### config.mk
export PLATFORM = sky130hd
export DESIGN_NAME = pipeline_hazard_ctrl
export DESIGN_NICKNAME = d
export VERILOG_FILES = /design/src/rtl/pipeline_hazard_ctrl.sv
export SDC_FILE = /design/constraint.sdc
export NUM_CORES = 1
export LEC_CHECK = 0
export ABC_CLOCK_PERIOD_IN_PS = 1500
export CAP_MARGIN = 10
export CORE_AREA = 3 3 40 42
export DETAILED_ROUTE_END_ITERATION = 16
export DIE_AREA = 0 0 43 45
export PLACE_DENSITY = 0.69
export RECOVER_POWER = 50
export SLEW_MARGIN = 20
export SYNTH_ARGS = -nofsm -noshare
export SYNTH_HDL_FRONTEND = slang
export SYNTH_SLANG_ARGS = --single-unit
### constraint.sdc
create_clock -name clk -period 1.5 [get_ports clk]
set_input_delay 0.225 -clock clk [delete_from_list [all_inputs] [get_ports clk]]
set_output_delay 0.225 -clock clk [all_outputs]
set_load 0.01 [all_outputs]
### src/rtl/pipeline_hazard_ctrl.sv
// Pipeline control sequencer for a 5-stage core: RAW hazard stall, branch flush, memory freeze.
// Optional stall performance counter enabled by defining STALL_PERF_CNT_EN.
module pipeline_hazard_ctrl #(
    parameter int FLUSH_CYCLES = 2
`ifdef STALL_PERF_CNT_EN
    ,
    parameter int CNT_W = 16
`endif
) (
    input  logic       clk,
    input  logic       rst,
    input  logic       fwd_mode,
    input  logic [3:0] id_src1,
    input  logic       id_src1_vld,
    input  logic [3:0] id_src2,
    input  logic       id_src2_vld,
    input  logic [3:0] exe_dest,
    input  logic       exe_wb_en,
    input  logic       exe_mem_ren,
    input  logic [3:0] mem_dest,
    input  logic       mem_wb_en,
    input  logic       mem_busy,
    input  logic       branch_taken,
    output logic       hazard,
    output logic       bubble_id,
    output logic       flush,
    output logic       freeze_all,
    output logic [1:0] state
`ifdef STALL_PERF_CNT_EN
    ,
    output logic [CNT_W-1:0] stall_cnt
`endif
);

    typedef enum logic [1:0] {
        ST_RUN   = 2'd0,
        ST_WAIT  = 2'd1,
        ST_FLUSH = 2'd2,
        ST_BAD   = 2'd3
    } state_e;

    // Counter only needs to hold FLUSH_CYCLES-1 remaining flush cycles.
    localparam int FC_W = (FLUSH_CYCLES > 1) ? $clog2(FLUSH_CYCLES) : 1;
    localparam logic [FC_W-1:0] FLUSH_INIT = FC_W'(FLUSH_CYCLES - 1);

    state_e          state_r;
    state_e          state_nxt_s;
    logic [FC_W-1:0] cnt_r;
    logic [FC_W-1:0] cnt_nxt_s;
    logic            raw_e_s;
    logic            raw_m_s;
    logic            dh_s;
    logic            hazard_s;
    logic            flush_s;
    logic            freeze_s;

    function automatic logic src_hit(input logic [3:0] src1, input logic vld1,
                                     input logic [3:0] src2, input logic vld2,
                                     input logic [3:0] dest, input logic wb_en);
        return wb_en & ((vld1 & (src1 == dest)) | (vld2 & (src2 == dest)));
    endfunction

    assign raw_e_s = src_hit(id_src1, id_src1_vld, id_src2, id_src2_vld, exe_dest, exe_wb_en);
    assign raw_m_s = src_hit(id_src1, id_src1_vld, id_src2, id_src2_vld, mem_dest, mem_wb_en);
    assign dh_s    = fwd_mode ? (raw_e_s & exe_mem_ren) : (raw_e_s | raw_m_s);

    // Next-state and control outputs; WAIT re-applies RUN rules once memory is ready.
    always_comb begin
        state_nxt_s = state_r;
        cnt_nxt_s   = cnt_r;
        hazard_s    = 1'b0;
        flush_s     = 1'b0;
        freeze_s    = 1'b0;
        if (rst) begin
            state_nxt_s = ST_RUN;
            cnt_nxt_s   = '0;
        end else begin
            case (state_r)
                ST_RUN, ST_WAIT: begin
                    if (mem_busy) begin
                        freeze_s    = 1'b1;
                        state_nxt_s = ST_WAIT;
                    end else if (branch_taken) begin
                        flush_s = 1'b1;
                        if (FLUSH_CYCLES > 1) begin
                            state_nxt_s = ST_FLUSH;
                            cnt_nxt_s   = FLUSH_INIT;
                        end else begin
                            state_nxt_s = ST_RUN;
                            cnt_nxt_s   = '0;
                        end
                    end else begin
                        hazard_s    = dh_s;
                        state_nxt_s = ST_RUN;
                    end
                end
                ST_FLUSH: begin
                    if (mem_busy) begin
                        freeze_s = 1'b1;
                    end else begin
                        flush_s = 1'b1;
                        if (cnt_r <= FC_W'(1)) begin
                            state_nxt_s = ST_RUN;
                            cnt_nxt_s   = '0;
                        end else begin
                            cnt_nxt_s = cnt_r - FC_W'(1);
                        end
                    end
                end
                default: begin
                    state_nxt_s = ST_RUN;
                    cnt_nxt_s   = '0;
                end
            endcase
        end
    end

    // State and flush-count registers.
    always_ff @(posedge clk) begin
        if (rst) begin
            state_r <= ST_RUN;
            cnt_r   <= '0;
        end else begin
            state_r <= state_nxt_s;
            cnt_r   <= cnt_nxt_s;
        end
    end

    assign hazard     = hazard_s;
    assign bubble_id  = hazard_s;
    assign flush      = flush_s;
    assign freeze_all = freeze_s;
    assign state      = (rst || (state_r == ST_BAD)) ? 2'd0 : state_r;

`ifdef STALL_PERF_CNT_EN
    logic [CNT_W-1:0] stall_cnt_r;

    // Saturating count of cycles the pipeline lost to any stall source.
    always_ff @(posedge clk) begin
        if (rst) begin
            stall_cnt_r <= '0;
        end else if ((hazard_s | flush_s | freeze_s) && (stall_cnt_r != {CNT_W{1'b1}})) begin
            stall_cnt_r <= stall_cnt_r + CNT_W'(1);
        end else begin
            stall_cnt_r <= stall_cnt_r;
        end
    end

    assign stall_cnt = stall_cnt_r;
`endif

endmodule

==> results.md <==
* CP Capture Type: output pin
* Share of cells above drive strength 1 at 43.68%
* Initial core utilization at 25.80%
* DPL Wire Length at 911.8 µm
* Worst hold stages at 3
* Worst-case reg-to-reg path depth at 5
* Pre-CTS WS at -710.2 ps
* Max Slew Vio Count at 0
* Clk root buf: clkbuf_4
* First-pass GRT wire length at 1690 µm
* Synth warn at 0
* CTS H-tree depth at 1
* Synth Register Bits at 2
* Final Cell Area at 720.7 µm²
* Synth top area share at 31.70%
* Overall Global Routing Usage at 11.71%
* Leak pwr at 0.0003334 µW
* Tightest Pin Transition at 222.1 ps
* Area leader, netlist: xor2_1
* Post-synthesis cell area at 331.6 µm²
* Cts bufs inserted at 3
* Post-route setup slack at 31.87 ps
* Core box area at 0.001285 mm²
* Routability congestion estimate at 0.6779
* Top reg by flops: state_r
* CTS Sinks at 2
* PortBufs at 31
* Die width at 43 µm
* Max Cap Viol at 0
* Area Overhead vs Synth at 117.4%
* Final period util at 97.88%
* Crit start category: input port
* Post-synthesis sequential area ratio at 12.08%
* I/O pins at 32
* Cell variety after synth at 18
* Hold Path End: state_r[1]
* Largest net degree at the start of global routing at 7
* Max Root-Sink Buffers at 2
* R2R Setup Slk at 430 ps
* Worst-path fanout max at 2
* Final number of setup-violating endpoints at 0
* Crit path arrival time at 1240 ps
* Initial antenna violation count at 0
* Layout Nets at 115
* Critical path required time at 1270 ps
* CTS tree: done
* N_diodes at 0
* Top FF cell, synth: dfxtp_1
* # DRC at 0
* Worst skew pair latency at 230 ps
* Average size of a mapped cell at 7.711 µm²
* Hold Vio Cnt, Final at 0
* Period minus WS final at 1468 ps
* Full die area at 0.001935 mm²
* Vias at 455
* Top cells by area, synth: xor2_1, dfxtp_1, xnor2_1
* Antenna viol nets, final at 0
* Leading registers by flop count: state_r (2)
* F_max at 681.1 MHz
* Drt initial violations at 1
* EDFF count, synth at 0
* WL per Instance at 11.51 µm
* Outcome: complete, no violations
* CTS clock-pin slew for the worst setup and hold paths at 30 ps
* Largest register FFs at 2
* Post-synthesis net count at 69
* First drt pass iteration count at 2
* FF-to-FF End: state_r[1]
* Worst slew margin at 85.07%
* Die Y at 45 µm
* Clk_skew at 5.117 ps
* Vias in the first global route at 417
* Via density at 4.461
* PwrDens at 480.1 mW/mm²
* Cells after synthesis at 43
* Cts hold-fix bufs at 0
* Postcts setup bufs at 0
* Critical setup path kind: in -> out
* Total Wirelength at 1174 µm
* Hold path startpoint: rst
* Num rows at 13
* Cell Area, Placed at 735.7 µm²
* GRT overflow at 0
* Worst r2r src: state_r[1]
* Ys async rst share at 0%
* # fillers at 127
* IR drop worst, VDD at 0.2912 mV
* Min-delay worst type: in -> reg
* Setup_tns at 0 ps
[power breakdown]
| part | internal, µW | switching, µW | total [µW] | leakage (µW) |
|---|---|---|---|---|
| Clock | 88.6 | 33.5 | 122 | 0.0000138 |
| Sequential | 57.0 | 2.73 | 59.8 | 0.0000169 |
| Combinational | 92.9 | 71.3 | 164 | 0.000303 |
[cell type report]
type                    count  area, µm²  area share [%]
clock buffers               3      22.52           3.125
well taps                  15      18.77           2.604
repair buffers             42      301.5           41.84
multi-input cells          39      332.8           46.18
flip-flops and latches      2      41.29           5.729
inverters                   1      3.754          0.5208
[worst max-delay path, stage by stage]
cell and delay (ps):
dlygate4sd2_1 260, xor2_1 160, nor3_1 160, a31oi_1 120, o22ai_2 160, buf_2 160
[metrics by stage]
| stage | instances | power (µW) | hold slack (ps) | util, % |
|---|---|---|---|---|
| 2_1_floorplan | 43 | 113.9 | 297.4 | - |
| 3_3_place_gp | 99 | 235.0 | 577.8 | 57.25 |
| 3_5_place_dp | 99 | 236.0 | 587.0 | 57.25 |
| 4_1_cts | 102 | 351.5 | 520.8 | 57.35 |
| 5_1_grt | 102 | 372.2 | 540.6 | 56.09 |
| 6_report | 102 | 346.0 | 527.1 | 56.09 |
[synth_stat cells (2+ instances only)]
cell type	count
xor2_1	12
xnor2_1	4
nand2b_1	3
nor2_1	3
nor3_1	3
a211oi_1	2
a31oi_1	2
dfxtp_1	2
nand2_1	2
nor4_1	2
[cell usage in the layout, fill, tap and decap left out, types with 2 or more instances in the layout]
cell              n
clkbuf_2         11
nor4_2            2
clkdlybuf4s50_1   4
nor2_1            3
buf_4            10
clkbuf_4          4
nor3_1            2
a31oi_1           2
xor2_1           11
xnor2_1           3
nand2_1           2
clkdlybuf4s15_1   3
nand2b_1          3
buf_2             4
dlygate4sd2_1     8
[worst max path at each step]
stage | startpoint | endpoint | slack (ps) | cells after the start
5_1_grt | id_src1[0] | bubble_id | -50 | 7
3_5_place_dp | id_src1[3] | bubble_id | -710 | 6
4_1_cts | state_r[1] | bubble_id | -40 | 4
2_1_floorplan | state_r[1] | hazard | 80 | 4
3_3_place_gp | id_src1[3] | bubble_id | -690 | 6
6_report | exe_dest[3] | bubble_id | 30 | 6
[cell families (layout without fill, tap and decap cells)]
family                    count (synthesis)  in the layout  synth area share [%]
AOI/OAI and AO/OA                         6              6                 12.83
xor gates and xnor gates                 16             16                 42.26
buffers and inverters                     2             46                 3.396
DFF                                       2              2                 12.08
and+or+nand+nor                          17             17                 29.43
[metal layers]
metal | global-route usage (%) | routed length [µm]
met2 | 19.16 | 610
met5 | 0 | 0
met4 | 5.422 | 0
met3 | 1.594 | 86
met1 | 15.31 | 477
[what timing repair did]
| item | CTS | global route |
|---|---|---|
| gates resized for setup | 50 | 28 |
| setup endpoints to repair | 6 | 4 |
| pin swaps | 10 | 14 |
| gates cloned | 0 | 0 |
Power figures use the tool's default switching activity.
